--- config.mk ---
export PLATFORM = sky130hd
export DESIGN_NAME = div_unit
export DESIGN_NICKNAME = d
export VERILOG_FILES = /design/src/rtl/div_pkg.sv /design/src/rtl/div_sign_fix.sv /design/src/rtl/div_unit.sv
export SDC_FILE = /design/constraint.sdc
export NUM_CORES = 1
export LEC_CHECK = 0
export BUFFER_PORTS_ARGS = -buffer_cell sky130_fd_sc_hd__buf_2
export CELL_PAD_IN_SITES_DETAIL_PLACEMENT = 0
export CELL_PAD_IN_SITES_GLOBAL_PLACEMENT = 2
export CORE_ASPECT_RATIO = 1.4
export CORE_MARGIN = 2
export CORE_UTILIZATION = 36
export CTS_CLUSTER_SIZE = 16
export DETAILED_ROUTE_END_ITERATION = 6
export PLACE_DENSITY_LB_ADDON = 0.1
export SLEW_MARGIN = 20
export SYNTH_ARGS = -nofsm -noshare
export SYNTH_HDL_FRONTEND = slang
export SYNTH_SLANG_ARGS = --single-unit
--- constraint.sdc ---
create_clock -name clk -period 5.8 [get_ports clk]
set_clock_uncertainty 0.1 [all_clocks]
set_input_delay 0.58 -clock clk [delete_from_list [all_inputs] [get_ports clk]]
set_output_delay 0.58 -clock clk [all_outputs]
set_load 0.01 [all_outputs]
--- src/rtl/div_pkg.sv ---
// Shared types and constants for the RV32M iterative divider.
package div_pkg;

  typedef enum logic [1:0] {
    DIV  = 2'b00,
    DIVU = 2'b01,
    REM  = 2'b10,
    REMU = 2'b11
  } div_op_e;

  typedef enum logic [1:0] {
    IDLE,
    CALC,
    DONE
  } div_state_e;

  localparam logic [31:0] DIV_BY_ZERO_Q = 32'hFFFF_FFFF;
  localparam logic [31:0] INT_MIN       = 32'h8000_0000;

endpackage

--- src/rtl/div_sign_fix.sv ---
// Conditional two's-complement negate: abs() on operands, sign fix on results.
module div_sign_fix #(
  parameter int unsigned W = 32
) (
  input  logic [W-1:0] i_val,
  input  logic         i_neg,
  output logic [W-1:0] o_val
);

  assign o_val = i_neg ? (~i_val + W'(1)) : i_val;

endmodule

--- src/rtl/div_unit.sv ---
// Radix-2 restoring divider for DIV/DIVU/REM/REMU, one quotient bit per clock.
module div_unit
  import div_pkg::*;
#(
  parameter int unsigned XLEN   = 32,
  parameter int unsigned REG_AW = 5
) (
  input  logic              clk,
  input  logic              rst_n,
  input  logic              start,
  input  logic [1:0]        op,
  input  logic [XLEN-1:0]   operand_a,
  input  logic [XLEN-1:0]   operand_b,
  input  logic [REG_AW-1:0] rd_in,
  input  logic              kill,
  output logic              busy,
  output logic              done,
  output logic [XLEN-1:0]   result,
  output logic [REG_AW-1:0] rd_out
);

  localparam int unsigned CNT_W = $clog2(XLEN);

  div_state_e        r_state;
  div_op_e           r_op;
  logic              r_sign_a;
  logic              r_sign_b;
  logic [XLEN-1:0]   r_rem;
  logic [XLEN-1:0]   r_dvd;
  logic [XLEN-1:0]   r_dvs;
  logic [XLEN-1:0]   r_result;
  logic [CNT_W-1:0]  r_cnt;
  logic [REG_AW-1:0] r_rd;

  div_op_e         w_op;
  logic            w_signed;
  logic            w_is_rem_in;
  logic            w_sign_a;
  logic            w_sign_b;
  logic            w_b_zero;
  logic            w_ovf;
  logic [XLEN-1:0] w_abs_a;
  logic [XLEN-1:0] w_abs_b;
  logic [XLEN-1:0] w_special;

  assign w_op        = div_op_e'(op);
  assign w_signed    = (w_op == DIV) || (w_op == REM);
  assign w_is_rem_in = (w_op == REM) || (w_op == REMU);
  assign w_sign_a    = w_signed & operand_a[XLEN-1];
  assign w_sign_b    = w_signed & operand_b[XLEN-1];
  assign w_b_zero    = (operand_b == '0);
  assign w_ovf       = w_signed && (operand_a == INT_MIN) && (operand_b == '1);

  div_sign_fix #(.W(XLEN)) u_abs_a (.i_val(operand_a), .i_neg(w_sign_a), .o_val(w_abs_a));
  div_sign_fix #(.W(XLEN)) u_abs_b (.i_val(operand_b), .i_neg(w_sign_b), .o_val(w_abs_b));

  always_comb begin
    w_special = DIV_BY_ZERO_Q;
    if (w_b_zero) begin
      w_special = w_is_rem_in ? operand_a : DIV_BY_ZERO_Q;
    end else begin
      w_special = w_is_rem_in ? '0 : INT_MIN;
    end
  end

  // Shifted partial remainder carries one extra bit so the compare never drops a carry.
  logic [XLEN:0]   w_rem_sh;
  logic            w_ge;
  logic [XLEN-1:0] w_rem_new;
  logic [XLEN-1:0] w_quo_new;
  logic            w_is_rem;
  logic            w_neg_res;
  logic [XLEN-1:0] w_fix_in;
  logic [XLEN-1:0] w_fixed;

  assign w_rem_sh  = {r_rem, r_dvd[XLEN-1]};
  assign w_ge      = (w_rem_sh >= {1'b0, r_dvs});
  assign w_rem_new = w_ge ? (w_rem_sh[XLEN-1:0] - r_dvs) : w_rem_sh[XLEN-1:0];
  assign w_quo_new = {r_dvd[XLEN-2:0], w_ge};
  assign w_is_rem  = (r_op == REM) || (r_op == REMU);
  assign w_neg_res = w_is_rem ? r_sign_a : (r_sign_a ^ r_sign_b);
  assign w_fix_in  = w_is_rem ? w_rem_new : w_quo_new;

  div_sign_fix #(.W(XLEN)) u_fix (.i_val(w_fix_in), .i_neg(w_neg_res), .o_val(w_fixed));

  always_ff @(posedge clk or negedge rst_n) begin
    if (!rst_n) begin
      r_state  <= IDLE;
      r_op     <= DIV;
      r_sign_a <= 1'b0;
      r_sign_b <= 1'b0;
      r_rem    <= '0;
      r_dvd    <= '0;
      r_dvs    <= '0;
      r_result <= '0;
      r_cnt    <= '0;
      r_rd     <= '0;
    end else begin
      case (r_state)
        IDLE: begin
          if (start && !kill) begin
            r_op     <= w_op;
            r_rd     <= rd_in;
            r_sign_a <= w_sign_a;
            r_sign_b <= w_sign_b;
            r_dvd    <= w_abs_a;
            r_dvs    <= w_abs_b;
            r_rem    <= '0;
            r_cnt    <= CNT_W'(XLEN - 1);
            if (w_b_zero || w_ovf) begin
              r_result <= w_special;
              r_state  <= DONE;
            end else begin
              r_state  <= CALC;
            end
          end
        end
        CALC: begin
          if (kill) begin
            r_state <= IDLE;
          end else begin
            r_rem <= w_rem_new;
            r_dvd <= w_quo_new;
            r_cnt <= r_cnt - 1'b1;
            if (r_cnt == '0) begin
              r_result <= w_fixed;
              r_state  <= DONE;
            end
          end
        end
        DONE:    r_state <= IDLE;
        default: r_state <= IDLE;
      endcase
    end
  end

  assign busy   = (r_state != IDLE);
  assign done   = (r_state == DONE);
  assign result = r_result;
  assign rd_out = r_rd;

endmodule

==> flow_summary.ini <==
[routing]
dr.pass1.iters = 5
drc = 0
vias = 10800
drt_iter0_drc = 660
ant_nets = 0
wirelength_mm = 38.9
viasPerCell = 5.64
wl_per_cell_um = 20.4

[grt]
grt_pass1_wl_mm = 61.0
track_usage_pct = 24.2
antenna_found_initial = 1
grt_pass1_vias = 10500
grt_max_degree = 89
grt.overflow.total = 0

[synth]
ys_types = 83
netlist_area_um2 = 11100
seq_area_frac_synth_pct = 32.2
syn-instance-count = 1440
synthesis.nets = 1554
synth_area_per_cell_um2 = 7.71
yosys_register_bits = 143
ys.flop_type = dfrtp_1
yosysWarnings = 0
postSynth.asyncResetShare_pct = 100
synth_edf_count = 0

[sta]
holdWs_ps = 52.8
finalMaxSlewViolations = 0
slew_headroom_pct = 31.9
fmax_ghz = 0.200
finalHoldViolations = 0
fin_setup_tns_ps = 0
setup_viol = 0
rsz0062_at_grt = false
fin_crit_sh_pct = 86.0
worstMarginPinSlew_ps = 1020
fin_crit_ps = 4990

[floorplanning]
boundaryPins = 114
rows = 76
die_area_um2 = 32300
start_util_pct = 36.3
fp.dieW_um = 152
die_y_um = 212
core_um2 = 30600

[power]
powerDensity_nw_per_um2 = 419
leakagePower_uw = 0.00547
p_switching_uw = 2340
p_comb_share_pct = 48.4
pwr-share-seq_pct = 28.8
pwr-share-clk_pct = 22.8
p_sw_share_pct = 44.3
ir_worst_vdd_mv = 0.233
internal-power_uw = 2950

[critical_path]
worstReg2RegStart = r_rem[15]$_DFFE_PN0P_
ff2ff_path_depth = 13
required_ps = 6010
critPathKind = register to register
endpoint_kind = register
cp_data_arrival_time_ps = 5200
cp_max_fo = 11
startpoint_type = register
r2r-end = result[26]$_DFFE_PN0P_
rrSetupSlack_ps = 810

[clocking]
clkTransAtPathRegs_ps = 60
clk_latency_ps = 450
cts_buffers = 17
clock_path_buffers = 2
cts_num_sinks = 143
tritoncts = done
postCtsHoldBufs = 0
post_cts_resized = 0
post_cts_buffers = 0
cts_root_buffer = clkbuf_16
htreeDepth = 4

[layout]
syn_to_final_growth_pct = 13.7
nets = 1621
n_fill_cell = 3264
layout-drive-gt1-share_pct = 13.2
final_util_pct = 41.3

[placed_design]
port_buffers = 113
place_hpwl_mm = 29.2
gp_congestion = 0.842

[worst_hold_path]
hold_path_class = primary input to async pin

[job]
maxCapViolations = 0

[run_status]
status = complete, no violations
-- power by group through the flow --
stage	combinational (µW)	sequential, µW	clock (µW)
2_1_floorplan	1710	1520	0
3_3_place_gp	2560	1530	0
3_5_place_dp	2540	1530	0
4_1_cts	2560	1520	1240
5_1_grt	2850	1560	1270
6_report	2560	1520	1210
-- per-layer routing --
| layer | share of wire (%) | GRT usage [%] | up-vias |
|---|---|---|---|
| met5 | 0 | 0 | - |
| met4 | 2.0 | 7.41 | 0 |
| met3 | 4.1 | 3.32 | 51 |
| met2 | 48 | 40.7 | 286 |
| met1 | 46 | 32.6 | 5119 |
| li1 | - | - | 5324 |
-- cell families after synthesis --
kind of cell               after synthesis  share of synthesized area, %
muxes                                   23                          2.17
DFF                                    143                          32.2
AOI/OAI and AO/OA                      481                          26.6
buffers and inverters                  144                          5.10
xor gates and xnor gates               100                          7.89
and+or+nand+nor                        510                          21.6
adders and majority gates               39                          4.46
-- worst max path at each step --
stage | from | to | slack [ps] | depth (start not counted)
3_3_place_gp | r_rem[17]$_DFFE_PN0P_ | result[26]$_DFFE_PN0P_ | 860 | 14
6_report | r_rem[15]$_DFFE_PN0P_ | result[26]$_DFFE_PN0P_ | 810 | 13
2_1_floorplan | r_rem[15]$_DFFE_PN0P_ | result[18]$_DFFE_PN0P_ | 1770 | 17
4_1_cts | r_rem[17]$_DFFE_PN0P_ | result[26]$_DFFE_PN0P_ | 730 | 13
5_1_grt | r_rem[17]$_DFFE_PN0P_ | result[26]$_DFFE_PN0P_ | 470 | 13
3_5_place_dp | r_rem[17]$_DFFE_PN0P_ | result[26]$_DFFE_PN0P_ | 760 | 13
-- flip-flops by register name (all words and copies together) (netlist names) --
register	cells
rd_out	5
r_state	2
r_sign_a	1
result	32
r_dvd	32
r_op	1
r_sign_b	1
r_dvs	32
r_cnt	5
r_rem	32
-- final cells by class --
type / instances / area (µm²) / area share (%)
repair buffers: 134 / 729 / 5.78
multi-input cells: 1153 / 6980 / 55.3
flip-flops and latches: 143 / 3580 / 28.3
inverters: 58 / 218 / 1.72
well taps: 390 / 488 / 3.86
diodes: 1 / 2.50 / 0.0198
clock buffers: 19 / 443 / 3.51
clock inverters: 13 / 186 / 1.48
-- metrics by stage --
step / instances / setup WS, ps / power, µW / instance area, µm²
after global placement: 1878 / 857 / 4090 / 12000
after floorplan: 1440 / 1770 / 3230 / 11100
after CTS: 1910 / 733 / 5320 / 12600
final: 1911 / 811 / 5290 / 12600
after global routing: 1910 / 465 / 5680 / 12600
after detailed placement: 1878 / 760 / 4070 / 12000
-- synth_stat cells (all sizes together) (5+ instances only) --
| cell | number | area share [%] |
|---|---|---|
| nand4 | 26 | 1.6 |
| o21a | 5 | 0.34 |
| a211oi | 6 | 0.41 |
| o211ai | 8 | 0.59 |
| xnor2 | 54 | 4.3 |
| buf | 19 | 0.88 |
| mux2 | 9 | 0.91 |
| o22ai | 9 | 0.51 |
| a31oi | 32 | 1.8 |
| o31ai | 18 | 1.3 |
| or4 | 7 | 0.47 |
| or3 | 16 | 0.90 |
| o2bb2ai | 5 | 0.39 |
| nor4 | 15 | 0.98 |
| a21oi | 123 | 5.6 |
| nor3 | 31 | 1.4 |
| ha | 38 | 4.3 |
| o21ai | 179 | 8.1 |
| or2 | 7 | 0.39 |
| nand3 | 23 | 1.1 |
| o221ai | 7 | 0.55 |
| a21o | 17 | 1.1 |
| a21boi | 7 | 0.47 |
| nor2 | 129 | 4.4 |
| nand2b | 9 | 0.51 |
| a41oi | 5 | 0.39 |
| inv | 58 | 2.0 |
| and3 | 9 | 0.51 |
| and2 | 15 | 0.85 |
| dfrtp | 143 | 32 |
| xor2 | 46 | 3.6 |
| clkbuf | 67 | 2.3 |
| nand2 | 199 | 6.7 |
| mux2i | 14 | 1.3 |
| a22o | 8 | 0.63 |
| nor2b | 7 | 0.39 |
| o41ai | 6 | 0.54 |
-- cells in the final DEF, fill, tap and decap left out, drive strengths merged, types with 8 or more instances in the layout --
cell	n
nand2	199
o21ai	179
dfrtp	143
buf	134
nor2	129
a21oi	123
inv	60
xnor2	54
xor2	46
ha	38
a31oi	32
nor3	31
nand4	26
nand3	23
clkbuf	19
o31ai	18
a21o	17
or3	16
and2	15
nor4	15
mux2i	14
nand2b	9
o22ai	9
and3	9
mux2	9
a22o	8
o211ai	8
-- worst max-delay path, cell delays in order, from the launching register on --
cell and delay, ps:
dfrtp_1 440, ha_1 450, nand4_1 210, or4_1 600, o32a_1 390, a21oi_2 510
nor3_2 140, o21ai_0 410, ha_1 320, o211ai_2 200, nor4_4 470, a41oi_1 190
xor2_1 260, o221ai_1 150
Power figures use the tool's default switching activity.
